File: src/rtl/cam_config.sv
// Camera register loader: walks a config ROM and issues SCCB register writes,
// honouring end-of-table and fixed-delay marker entries.
module cam_config #(
   parameter int ROM_DEPTH    = 76,
   parameter int DELAY_CYCLES = 1250000,
   localparam int AW = (ROM_DEPTH > 1) ? $clog2(ROM_DEPTH) : 1
) (
   input  logic          i_sysclk,
   input  logic          i_rstn,
   input  logic          i_cfg_start,
   output logic [AW-1:0] o_rom_addr,
   input  logic [15:0]   i_rom_data,
   output logic          o_sccb_start,
   output logic [7:0]    o_sccb_addr,
   output logic [7:0]    o_sccb_data,
   input  logic          i_sccb_ready,
   input  logic          i_sccb_done,
   output logic          o_busy,
   output logic          o_done
);

   localparam int DW = (DELAY_CYCLES > 1) ? $clog2(DELAY_CYCLES) : 1;
   localparam logic [DW-1:0] DELAY_LOAD = DW'(DELAY_CYCLES - 1);
   localparam logic [AW-1:0] LAST_ADDR  = AW'(ROM_DEPTH - 1);
   localparam logic [15:0]   END_MARK   = 16'hFFFF;
   localparam logic [15:0]   DELAY_MARK = 16'hFFF0;

   typedef enum logic [2:0] {
      IDLE,
      FETCH,
      DECODE,
      WRITE,
      WAIT_DONE,
      DELAY,
      FINISH
   } state_t;

   state_t        state_q, state_d;
   logic [AW-1:0] rom_addr_q, rom_addr_d;
   logic          sccb_start_q, sccb_start_d;
   logic [7:0]    sccb_addr_q, sccb_addr_d;
   logic [7:0]    sccb_data_q, sccb_data_d;
   logic          busy_q, busy_d;
   logic          done_q, done_d;
   logic [DW-1:0] delay_cnt_q, delay_cnt_d;
   logic          done_early_q, done_early_d;
   logic          advance;

   always_ff @(posedge i_sysclk) begin
      if (!i_rstn) begin
         state_q      <= IDLE;
         rom_addr_q   <= '0;
         sccb_start_q <= 1'b0;
         sccb_addr_q  <= '0;
         sccb_data_q  <= '0;
         busy_q       <= 1'b0;
         done_q       <= 1'b0;
         delay_cnt_q  <= '0;
         done_early_q <= 1'b0;
      end else begin
         state_q      <= state_d;
         rom_addr_q   <= rom_addr_d;
         sccb_start_q <= sccb_start_d;
         sccb_addr_q  <= sccb_addr_d;
         sccb_data_q  <= sccb_data_d;
         busy_q       <= busy_d;
         done_q       <= done_d;
         delay_cnt_q  <= delay_cnt_d;
         done_early_q <= done_early_d;
      end
   end

   always_comb begin
      state_d      = state_q;
      rom_addr_d   = rom_addr_q;
      sccb_start_d = sccb_start_q;
      sccb_addr_d  = sccb_addr_q;
      sccb_data_d  = sccb_data_q;
      busy_d       = busy_q;
      done_d       = done_q;
      delay_cnt_d  = delay_cnt_q;
      done_early_d = done_early_q;
      advance      = 1'b0;

      case (state_q)
         IDLE: begin
            if (i_cfg_start) begin
               rom_addr_d = '0;
               done_d     = 1'b0;
               busy_d     = 1'b1;
               state_d    = FETCH;
            end
         end
         FETCH: state_d = DECODE;
         DECODE: begin
            if (i_rom_data == END_MARK) begin
               state_d = FINISH;
            end else if (i_rom_data == DELAY_MARK) begin
               delay_cnt_d = DELAY_LOAD;
               state_d     = DELAY;
            end else begin
               sccb_addr_d  = i_rom_data[15:8];
               sccb_data_d  = i_rom_data[7:0];
               sccb_start_d = 1'b1;
               state_d      = WRITE;
            end
         end
         WRITE: begin
            // A completion pulse coinciding with the accept is remembered so it is not lost.
            if (sccb_start_q && i_sccb_ready) begin
               sccb_start_d = 1'b0;
               done_early_d = i_sccb_done;
               state_d      = WAIT_DONE;
            end
         end
         WAIT_DONE: begin
            if (i_sccb_done || done_early_q) begin
               done_early_d = 1'b0;
               advance      = 1'b1;
            end
         end
         DELAY: begin
            if (delay_cnt_q == '0) begin
               advance = 1'b1;
            end else begin
               delay_cnt_d = delay_cnt_q - 1'b1;
            end
         end
         FINISH: begin
            busy_d  = 1'b0;
            done_d  = 1'b1;
            state_d = IDLE;
         end
         default: state_d = IDLE;
      endcase

      // The last ROM entry ends the sequence even without an end marker.
      if (advance) begin
         if (rom_addr_q == LAST_ADDR) begin
            state_d = FINISH;
         end else begin
            rom_addr_d = rom_addr_q + 1'b1;
            state_d    = FETCH;
         end
      end
   end

   assign o_rom_addr   = rom_addr_q;
   assign o_sccb_start = sccb_start_q;
   assign o_sccb_addr  = sccb_addr_q;
   assign o_sccb_data  = sccb_data_q;
   assign o_busy       = busy_q;
   assign o_done       = done_q;

endmodule

File: config.mk
export PLATFORM = sky130hd
export DESIGN_NAME = cam_config
export DESIGN_NICKNAME = d
export VERILOG_FILES = /design/src/rtl/cam_config.sv
export SDC_FILE = /design/constraint.sdc
export NUM_CORES = 1
export LEC_CHECK = 0
export ABC_AREA = 1
export BUFFER_PORTS_ARGS = -buffer_cell sky130_fd_sc_hd__buf_2
export CORE_MARGIN = 5
export CORE_UTILIZATION = 50
export CTS_CLUSTER_DIAMETER = 40
export CTS_CLUSTER_SIZE = 10
export DETAILED_ROUTE_END_ITERATION = 8
export GPL_ROUTABILITY_DRIVEN = 1
export PLACE_DENSITY = 0.72
export RECOVER_POWER = 25
export SLEW_MARGIN = 20
export SYNTH_ARGS = -nofsm -noshare
export SYNTH_HDL_FRONTEND = slang
export SYNTH_SLANG_ARGS = --single-unit
File: constraint.sdc
create_clock -name i_sysclk -period 1.4 [get_ports i_sysclk]
set_input_delay 0.14 -clock i_sysclk [delete_from_list [all_inputs] [get_ports i_sysclk]]
set_output_delay 0.14 -clock i_sysclk [all_outputs]
set_load 0.05 [all_outputs]
Word-level counts from Yosys, hierarchy flattened

Index checks and enable logic that the tools add are counted.

Bitwise gates (word level): 2
Add/sub/neg operators: 2
Reduce and logical (&&, ||, !) cells: 15
Mux-type cells: 29
Equality and inequality tests: 19

Operators with widths:

| cell                                                   | count |
|---|---|
| two-way mux 21 bit                                     | 3 |
| case mux 21 bit (2 select lines)                       | 1 |
| equality test 16 bit (second input constant)           | 2 |
| two-way mux 7 bit                                      | 4 |
| zero test 21 bit                                       | 1 |
| subtractor 21 x 1 -> 21 bit (second input constant)    | 1 |
| two-way mux 3 bit                                      | 6 |
| case mux 3 bit (5 select lines)                        | 1 |
| inequality test 2 bit (second input constant)          | 7 |
| case mux 1 bit (2 select lines)                        | 5 |
| equality test 3 bit (second input constant)            | 3 |
| two-way mux 1 bit                                      | 9 |
| AND reduction 3 bit                                    | 3 |
| AND reduction 4 bit                                    | 2 |
| nonzero test 2 bit                                     | 4 |
| adder 7 x 1 -> 7 bit (second input constant)           | 1 |
| equality test 7 bit (second input constant)            | 1 |
| equality test 3 x 2 -> 1 bit (second input constant)   | 2 |
| inequality test 3 bit (second input constant)          | 2 |
| equality test 3 x 1 -> 1 bit (second input constant)   | 1 |
| zero test 3 bit                                        | 1 |
| inequality test 2 x 1 -> 1 bit (second input constant) | 1 |
| inverter 1 bit                                         | 2 |
| AND reduction 2 bit                                    | 1 |
| other kinds (3)                                        | 3 |

Input port bits: 21
Word-level logic and storage cells: 76
Flip-flop bits (word level): 51
Output and inout bits: 26

Depth between registers and ports, before layout

Gate-level depths: netlist of run 1.

Depth after elaboration: 5
Mapped depth: 12

Least setup slack after synthesis of run 1

Ideal clock, no wire load.

Path type: flip-flop to flip-flop
Start point: register rom_addr_q[0] (netlist: o_rom_addr[0])
End point: register state_q[0]
Buffers on the path: 0
Slack: -0.424 ns
Stages on the path, launching flop included: 9
Arrival time: 1.696 ns
Required time: 1.272 ns
Cells stage by stage: dfxtp_1 > ha_1 > inv_1 > nor2_1 > nand4_1 > nand2_2 > nand2_1 > nor2_1 > nor2_1

Word-level cells in the longest chain between the ends: 3

RTL lines:

| what                   | line | source |
|---|---|---|
| from (decl)            | 39   | `logic [AW-1:0] rom_addr_q, rom_addr_d;` |
| from (signal assigned) | 62   | `rom_addr_q <= rom_addr_d;` |
| equality test 7 bit    | 139  | `if (rom_addr_q == LAST_ADDR) begin` |
| two-way mux 3 bit      | 139  |  |
| two-way mux 3 bit      | 138  | `if (advance) begin` |
| to (signal assigned)   | 61   | `state_q <= state_d;` |
| to (decl)              | 38   | `state_t state_q, state_d;` |

No other way between the ends.
A chain may end at the register's enable or synchronous reset.

Worst setup path in the final report of run 1

Start point: register delay_cnt_q[1]
End point: register delay_cnt_q[17]

Word-level cells in the longest chain between the ends: 3
Elaborated cells between the ends (all ways): 6

RTL lines:

| what                                                                           | line     | source |
|---|---|---|
| from (decl)                                                                    | 45       | `logic [DW-1:0] delay_cnt_q, delay_cnt_d;` |
| from (signal assigned)                                                         | 68       | `delay_cnt_q <= delay_cnt_d;` |
| subtractor 21 x 1 -> 21 bit / zero test 21 bit (equally long branches)         | 126, 123 |  |
| two-way mux 21 bit / inequality test 2 bit (equally long branches)             | -        |  |
| case mux 21 bit (2 select lines) / AND reduction 4 bit (equally long branches) | -        |  |

Several ways; a longest one is shown, not always the timed one. The select of a mux whose other input is x is not followed.

==> results.toml, run 1 <==
[outcome]
outcome = "complete, but fails checks"
violations = "negative setup slack"

[setup_path]
worstSetupPathType = "flop to flop"
r2r_cells = 10
critical_path_required_ps = 1600
cp-start-kind = "flop"
crit_arrival_ps = 1830
r2r_end = "delay_cnt_q[17]"
reg2reg_slack_ps = -230
end_kind = "flop"
r2r_start = "delay_cnt_q[1]"
crit_path_max_fanout = 3

[placed_design]
dp_cells = 595
dpl_cell_area_um2 = 3600
hpwlAfterDp_um = 5480
gp_congestion = 0.861
dpl_worst_slack_ps = -240
io_buffer_count = 46

[logic_synthesis]
synth_top_family_by_area = "simple AND/OR/NAND/NOR gates"
synthesis.instances = 428
synth_compound_area_share_pct = 11.5
ys_warn_count = 0
synth_cell_types = 33
ys.flop_type = "dfxtp_1"
synth_area_um2 = 2790
syn_avg_cell_area_um2 = 6.51
yosys.area_share.simple_pct = 41.3
syn_nets = 452
synth_edf_count = 0
synthAdderAreaFrac_pct = 1.35
synthMuxAreaShare_pct = 0
synth.area.top_cells = "dfxtp_1 (37%), nand2_1 (17%), nor2_1 (9.0%), a21oi_1 (8.3%), nand3_1 (7.0%)"
ys_ff_latch = 51
synth-async-reset-ratio_pct = 0
yosysSeqAreaShare_pct = 36.7
synth_top_area_share_pct = 36.7
synth-xor-area-share_pct = 3.14
yosys.area.top_type = "dfxtp_1"

[grt]
gr-total-overflow = 0
grt_pass1_vias = 2958
use_met2_pct = 36.4
antenna_found_initial = 0
grt_use_total_pct = 20.6
grt_pass1_wl_um = 12400
busiest_layer = "met2"
grt_max_degree = 33
met3_usage_pct = 5.00
use_met1_pct = 25.1

[finish]
syn_to_final_growth_pct = 55.9
fillers = 362
diodes = 0
instances_no_fill = 625
nNetsFinal = 576
stdcell_area_um2 = 4340
drive_gt1_share_pct = 48.6

[timing]
post-route-period-util_pct = 116
layout_min_cycle_time_ps = 1630
slew_headroom_pct = 75.1
finalSetupViolCount = 31
finalMaxSlewViolations = 0
fmax_ghz = 0.614
final_hold_viol_count = 0
layout_setup_ws_ps = -228
rsz0062_at_grt = "yes"
fin_skew_ps = 9.07
worst_pin_slew_ps = 372
hold_slack_ps = 94.2

[route]
wl_per_cell_um = 14.8
ant_nets = 0
vias = 3433
drc = 0
dr.pass1.iters = 5
wirelength_um = 9250
drt_iter0_drc = 311
via_per_inst = 5.49

[cts]
clk_latency_ps = 310
cts_hold_buffers = 0
cts.sinks = 51
clockBufferDepth = 2
numCtsBuffers = 5
clkTransAtPathRegs_ps = 100
h-tree-depth = 2
cts_tree = "yes"
cts-root-buf = "clkbuf_8"

[power]
ir_drop_uv = 1150
leakagePower_nw = 1.94
power.internal_mw = 4.87
seqPwrFrac_pct = 21.4
pwr-share-clk_pct = 10.9
p_comb_share_pct = 67.7
p_sw_mw = 4.39
power.share.switching_pct = 47.4
powerDensity_nw_per_um2 = 2130

[floorplan]
initial_core_util_pct = 50.9
die_h_um = 84.6
core_um2 = 5470
rows = 27
dieArea_um2 = 7160
io_pins = 47
die_x_um = 84.6

[min_path]
hp-class = "primary input to flop"
hold_path_end = "o_sccb_addr[3]"
min_path_cells = 3
hp-start = "i_rom_data[11]"

[run]
max_cap_violations = 0
[flip-flops by register name, indices dropped and copies added, names as in the netlist, 3 cells and up]
name	cells
o_rom_addr	7
o_sccb_addr	8
o_sccb_data	8
state_q	3
delay_cnt_q	21
[cells in the mapped netlist (all sizes together) (2+ instances only)]
library cell	count
xor2	7
inv	27
xnor2	3
ha	3
clkbuf	6
nor3	2
or2	4
nand4	10
nor2	72
nand3	39
a21oi	46
dfxtp	51
buf	5
o211ai	2
nand2	134
o21ai	10
[through the flow]
step / power [mW] / TNS (ps) / utilization, %
2_1_floorplan: 5.06 / -380 / -
3_3_place_gp: 6.52 / -3400 / 65.8
3_5_place_dp: 6.61 / -7060 / 65.8
4_1_cts: 7.91 / -2920 / 70.1
5_1_grt: 9.88 / -6660 / 79.4
6_report: 9.26 / -4350 / 79.4
[worst max path at each step]
stage | end | cells past startpoint | slack (ps) | start
2_1_floorplan | delay_cnt_q[12] | 10 | -30 | state_q[1]
3_3_place_gp | delay_cnt_q[15] | 10 | -130 | delay_cnt_q[16]
3_5_place_dp | delay_cnt_q[12] | 10 | -240 | delay_cnt_q[16]
4_1_cts | delay_cnt_q[12] | 10 | -150 | delay_cnt_q[10]
5_1_grt | delay_cnt_q[17] | 10 | -320 | delay_cnt_q[1]
6_report | delay_cnt_q[17] | 10 | -230 | delay_cnt_q[1]
[area by class of cell]
cell class | instances | area [µm²] | share of cell area (%)
clock inverters | 2 | 17.5 | 0.403
repair buffers | 128 | 951 | 21.9
flip-flops and latches | 51 | 1060 | 24.4
inverters | 27 | 115 | 2.65
multi-input cells | 339 | 2020 | 46.4
well taps | 72 | 90.1 | 2.07
clock buffers | 6 | 93.8 | 2.16
[worst max-delay path, cell delays in order (launching register included)]
cell and delay [ps]:
dfxtp_2 350, buf_4 140, nor2_4 100, nand2_1 70, nor2_1 160, buf_4 170
nand2_2 90, o21ai_0 190, nand3_1 100, nand2_1 80, a21oi_1 60
[power groups by stage]
| stage | Combinational [mW] | Clock [mW] | Sequential (mW) |
|---|---|---|---|
| 2_1_floorplan | 2.68 | 0 | 2.37 |
| 5_1_grt | 6.77 | 1.09 | 2.02 |
| 6_report | 6.27 | 1.01 | 1.98 |
| 3_3_place_gp | 4.59 | 0 | 1.93 |
| 4_1_cts | 4.98 | 1.02 | 1.92 |
| 3_5_place_dp | 4.68 | 0 | 1.94 |
[cell usage in the layout, fill, tap and decap left out, types with 3 or more instances in the layout]
| master | netlist | routed |
|---|---|---|
| a21oi_1 | 46 | 27 |
| buf_4 | 2 | 68 |
| clkbuf_8 | 0 | 5 |
| o21ai_0 | 10 | 7 |
| nor2_1 | 67 | 45 |
| nand3_1 | 39 | 33 |
| or2_2 | 4 | 3 |
| nand2_4 | 1 | 8 |
| xor2_1 | 7 | 7 |
| nor2_4 | 2 | 15 |
| a21oi_2 | 0 | 19 |
| clkbuf_2 | 0 | 8 |
| buf_2 | 0 | 38 |
| nand4_1 | 9 | 9 |
| xnor2_1 | 3 | 3 |
| dfxtp_4 | 0 | 5 |
| dfxtp_1 | 51 | 31 |
| ha_4 | 0 | 3 |
| dfxtp_2 | 0 | 15 |
| inv_1 | 23 | 18 |
| nand2_2 | 4 | 29 |
| nand3_2 | 0 | 6 |
| buf_12 | 0 | 4 |
| inv_2 | 3 | 5 |
| buf_6 | 2 | 8 |
| nand2_1 | 129 | 96 |
| nor2_2 | 3 | 12 |
[cells by family (layout without fill, tap and decap cells)]
logic type	after synthesis	count (layout)
buffers and inverters	38	163
AO/OA/AOI/OAI	61	61
flip-flops	51	51
adder cells (fa/ha/maj)	3	3
XOR/XNOR	10	10
AND/OR/NAND/NOR	265	265
[metal layers]
metal | wire length (µm) | part of all wire (%)
met1 | 3700 | 40
met4 | 213 | 2.3
met5 | 0 | 0
met3 | 608 | 6.6
met2 | 4720 | 51
[what timing repair did]
item | 4_1_cts | 5_1_grt
gates cloned | 0 | 1
resized for setup | 26 | 102
pin swaps | 5 | 43
endpoints found under the setup margin | 48 | 50
buffers inserted | 7 | 15
Note: power is estimated with default switching activity, not from simulation.
==> inputs of run 2 (changes only) <==
--- a/config.mk
+++ b/config.mk
@@ -15,6 +15,7 @@
 export GPL_ROUTABILITY_DRIVEN = 1
 export PLACE_DENSITY = 0.72
 export RECOVER_POWER = 25
+export SKIP_CTS_REPAIR_TIMING = 1
 export SLEW_MARGIN = 20
 export SYNTH_ARGS = -nofsm -noshare
 export SYNTH_HDL_FRONTEND = slang
==> results.toml, run 2 (same netlist as run 1, synthesis figures left out) <==
[grt]
antenna_found_initial = 0
grt_use_total_pct = 20.0
gr-total-overflow = 0
grt_pass1_vias = 2877
grt_pass1_wl_um = 12100
grt_max_degree = 33

[cts]
clkTransAtPathRegs_ps = 100
cts.sinks = 51
clockBufferDepth = 2
numCtsBuffers = 5
cts-root-buf = "clkbuf_8"
clk_latency_ps = 300
cts_tree = "yes"
h-tree-depth = 2

[setup_path]
r2r_cells = 11
end_kind = "flop"
crit_family = "simple AND/OR/NAND/NOR gates"
path_buf_inv = 1
worstSetupPathType = "flop to flop"
reg2reg_slack_ps = -230
r2r_end = "delay_cnt_q[1]"
endpoint = "delay_cnt_q[1]"
r2r_start = "delay_cnt_q[8]"
critical_path_required_ps = 1600
slowest_stage = "dfxtp_1"
crit_path_max_fanout = 7
cpPeakStageDelay_ps = 340
crit_start = "delay_cnt_q[8]"
path_cells = "nor2_2 -> nand2_2 -> nor2_4 -> nand3_2 -> nand2_2 -> nand2_4 -> nand2_8 -> buf_4 -> nand2_1 -> nand2_1 -> nor2_1"
cp-start-kind = "flop"
cp.depth = 11
crit_arrival_ps = 1830

[finish]
final_util_pct = 77.9
nNetsFinal = 571
syn_to_final_growth_pct = 53.0
largest_reg_flops = 21
instances_no_fill = 620
fillers = 375
top_register = "delay_cnt_q"
mostFrequentLayoutCell = "nand2_1"
diodes = 0
drive_gt1_share_pct = 45.6
final_cell_mix = "nand2_1 (101), buf_4 (66), nor2_1 (45), buf_2 (39), nand3_1 (35)"

[placed_design]
dp_cells = 595
io_buffer_count = 46
gp_congestion = 0.861
dpl_worst_slack_ps = -240
hpwlAfterDp_um = 5480

[power]
leakagePower_nw = 1.91
p_comb_share_pct = 67.3
p_sw_mw = 4.34
pwr-share-clk_pct = 11.0
power.internal_mw = 4.72
ir_drop_uv = 1280
power.share.switching_pct = 47.9
total_power_mw = 9.07
seqPwrFrac_pct = 21.7
powerDensity_nw_per_um2 = 2130

[floorplan]
io_pins = 47
dieArea_um2 = 7160
core_um2 = 5470
rows = 27
die_h_um = 84.6
die_x_um = 84.6
initial_core_util_pct = 50.9

[timing]
finalMaxSlewViolations = 0
slew_headroom_pct = 73.3
hold_slack_ps = 102
rsz0062_at_grt = "yes"
layout_setup_ws_ps = -232
post-route-period-util_pct = 117
layout_min_cycle_time_ps = 1630
fmax_ghz = 0.613
finalSetupViolCount = 33
fin_skew_ps = 6.60
final_hold_viol_count = 0
worst_pin_slew_ps = 398

[route]
drt_iter0_drc = 231
drc = 0
wirelength_um = 9150
wl_per_cell_um = 14.8
via_per_inst = 5.38
dr.pass1.iters = 5
vias = 3337
ant_nets = 0

[min_path]
hp-class = "primary input to flop"

[outcome]
outcome = "complete, but fails checks"
violations = "negative setup slack"

[run]
max_cap_violations = 0
## run 2: cell types whose count changed in the layout (fill, tap and decap cells not counted), moves of 2 or more
cell	before	now
nand2_4	8	13
buf_6	8	6
buf_4	68	66
dfxtp_2	15	12
nand3_2	6	4
nand3_1	33	35
a21oi_1	27	34
dfxtp_1	31	34
nand2_1	96	101
a21oi_2	19	12
inv_1	18	16
nand2_2	29	19
## run 2: tightest hold or removal path, stage by stage
cell     delay [ps]
buf_2           100
nand3_1          70
a21oi_1          60
## run 2: how the worst min path moves through the flow
stage | cells past startpoint | to | start | slack (ps)
floorplan | 2 | state_q[1] | i_rstn | 240
global placement | 3 | o_sccb_data[4] | i_rom_data[4] | 420
detailed placement | 3 | o_sccb_data[7] | i_rom_data[7] | 430
CTS | 3 | o_sccb_addr[3] | i_rom_data[11] | 90
global route | 3 | o_sccb_data[4] | i_rom_data[4] | 100
finish | 3 | o_sccb_addr[0] | i_rom_data[8] | 100
## run 2: power groups by stage
stage	Clock [mW]	Sequential, mW	Combinational (mW)
after floorplan	0	2.37	2.68
after global placement	0	1.93	4.59
after detailed placement	0	1.94	4.68
after CTS	1.02	1.91	4.71
after global routing	1.08	2.01	6.58
final	0.999	1.97	6.10
## run 2: layout make-up
cell class	count	area (µm²)	share of cell area, %
timing repair buffer	123	893	21.0
sequential	51	1050	24.8
inverter	27	118	2.76
multi-input combinational	339	1990	46.8
clock buffer	6	93.8	2.20
clock inverter	2	17.5	0.411
tap	72	90.1	2.11
## run 2: per-stage QoR
step / TNS (ps) / instance area (µm²)
finish: -4560 / 4260
global route: -8560 / 4260
CTS: -7870 / 3710
detailed placement: -7060 / 3600
global placement: -3400 / 3600
floorplan: -380 / 2860
## run 2: layer usage
layer,track usage [%],share of wire [%]
met4,4.89,2.9
met1,24.5,40
met2,35.0,51
met3,4.91,5.9
met5,0,0
==> inputs of run 3 (changes only) <==
--- a/config.mk
+++ b/config.mk
@@ -8,12 +8,12 @@
 export ABC_AREA = 1
 export BUFFER_PORTS_ARGS = -buffer_cell sky130_fd_sc_hd__buf_2
 export CORE_MARGIN = 5
-export CORE_UTILIZATION = 50
+export CORE_UTILIZATION = 51
 export CTS_CLUSTER_DIAMETER = 40
 export CTS_CLUSTER_SIZE = 10
 export DETAILED_ROUTE_END_ITERATION = 8
 export GPL_ROUTABILITY_DRIVEN = 1
-export PLACE_DENSITY = 0.72
+export PLACE_DENSITY = 0.73
 export RECOVER_POWER = 25
 export SKIP_CTS_REPAIR_TIMING = 1
 export SLEW_MARGIN = 20
==> results.toml, run 3 (same netlist as run 1, synthesis figures left out) <==
[finish]
mostFrequentLayoutCell = "nand2_1"
syn_to_final_growth_pct = 56.2
seq_area_um2 = 1050
final_cell_mix = "nand2_1 (97), buf_4 (66), nor2_1 (40), buf_2 (39), nand3_1 (36)"
largest_reg_flops = 21
final_util_pct = 80.5
multi_input_area_um2 = 2050
fillers = 363
drive_gt1_share_pct = 47.9
top_register = "delay_cnt_q"
nNetsFinal = 572
diodes = 0

[route]
drt_iter0_drc = 143
vias = 3316
drc = 0
wl_per_cell_um = 14.9
via_per_inst = 5.34
ant_nets = 0
dr.pass1.iters = 4
wirelength_um = 9230

[floorplan]
rows = 27
initial_core_util_pct = 51.5
dieArea_um2 = 7040
core_um2 = 5410
die_x_um = 83.9
io_pins = 47
die_h_um = 83.9

[grt]
grt_max_degree = 43
gr-total-overflow = 0
grt_pass1_wl_um = 13000
grt_use_total_pct = 22.1
antenna_found_initial = 0
grt_pass1_vias = 2913

[timing]
fmax_ghz = 0.629
post-route-period-util_pct = 113
hold_slack_ps = 104
rsz0062_at_grt = "yes"
finalSetupViolCount = 33
tns_ps = -3660
finalMaxSlewViolations = 0
final_hold_viol_count = 0
slew_headroom_pct = 60.1
layout_setup_ws_ps = -189
layout_min_cycle_time_ps = 1590
worst_pin_slew_ps = 601
fin_skew_ps = 8.63

[cts]
numCtsBuffers = 5
cts_tree = "yes"
cts-root-buf = "clkbuf_8"
clockBufferDepth = 2
clk_latency_ps = 310
cts.sinks = 51
h-tree-depth = 2
clkTransAtPathRegs_ps = 100

[outcome]
outcome = "complete, but fails checks"
violations = "negative setup slack"

[placed_design]
hpwlAfterDp_um = 5660
gp_congestion = 0.897
io_buffer_count = 46

[power]
ir_drop_uv = 1190
powerDensity_nw_per_um2 = 2100
leakagePower_nw = 1.95

[setup_path]
end_kind = "flop"
cp-start-kind = "flop"
crit_arrival_ps = 1850
crit_path_max_fanout = 3
critical_path_required_ps = 1660
worstSetupPathType = "flop to flop"

[min_path]
hp-class = "primary input to flop"

[run]
max_cap_violations = 0
==> run 3: power by group <==
part | leakage (nW) | switching, mW | internal (mW)
clock network | 0.0612 | 0.519 | 0.579
logic | 1.46 | 3.52 | 2.51
registers | 0.424 | 0.256 | 1.75
==> run 3: routing by layer <==
layer,part of all wire (%),GRT usage (%)
met1,41,26.7
met2,51,40.2
met3,3.8,3.95
met4,4.2,5.41
met5,0,0
==> run 3: path summary, 6_finish.rpt <==
kind,cells past startpoint,end,start,slack [ps]
worst max-delay path,9,delay_cnt_q[16],delay_cnt_q[4],-190
worst min-delay path,3,o_sccb_addr[4],i_rom_data[12],100
worst max register to register,9,delay_cnt_q[16],delay_cnt_q[4],-190
worst min register to register,2,o_sccb_addr[3],o_sccb_addr[3],470
==> run 3: layout make-up <==
class                      count  share of cell area [%]
timing repair buffer         124                    21.2
clock inverter                 2                   0.805
sequential                    51                    24.2
inverter                      27                    2.70
clock buffer                   6                    1.90
multi-input combinational    339                    47.2
tap                           72                    2.07
==> run 3: critical path, stage by stage (launching register included) <==
cell     delay (ps)
dfxtp_2         380
nor2_4          140
nand2_2         100
buf_4           160
nor2_4          110
nand2_1         100
or2_2           280
nand3_1          70
nand2_1          70
a21oi_2         110
==> run 3: through the flow <==
stage | instances | power [mW] | worst slack (ps) | area, µm²
3_3_place_gp | 593 | 6.46 | -150 | 3600
6_report | 621 | 9.14 | -189 | 4350
4_1_cts | 601 | 7.69 | -235 | 3720
5_1_grt | 621 | 9.75 | -279 | 4350
2_1_floorplan | 428 | 5.06 | -31.7 | 2860
3_5_place_dp | 593 | 6.57 | -198 | 3600
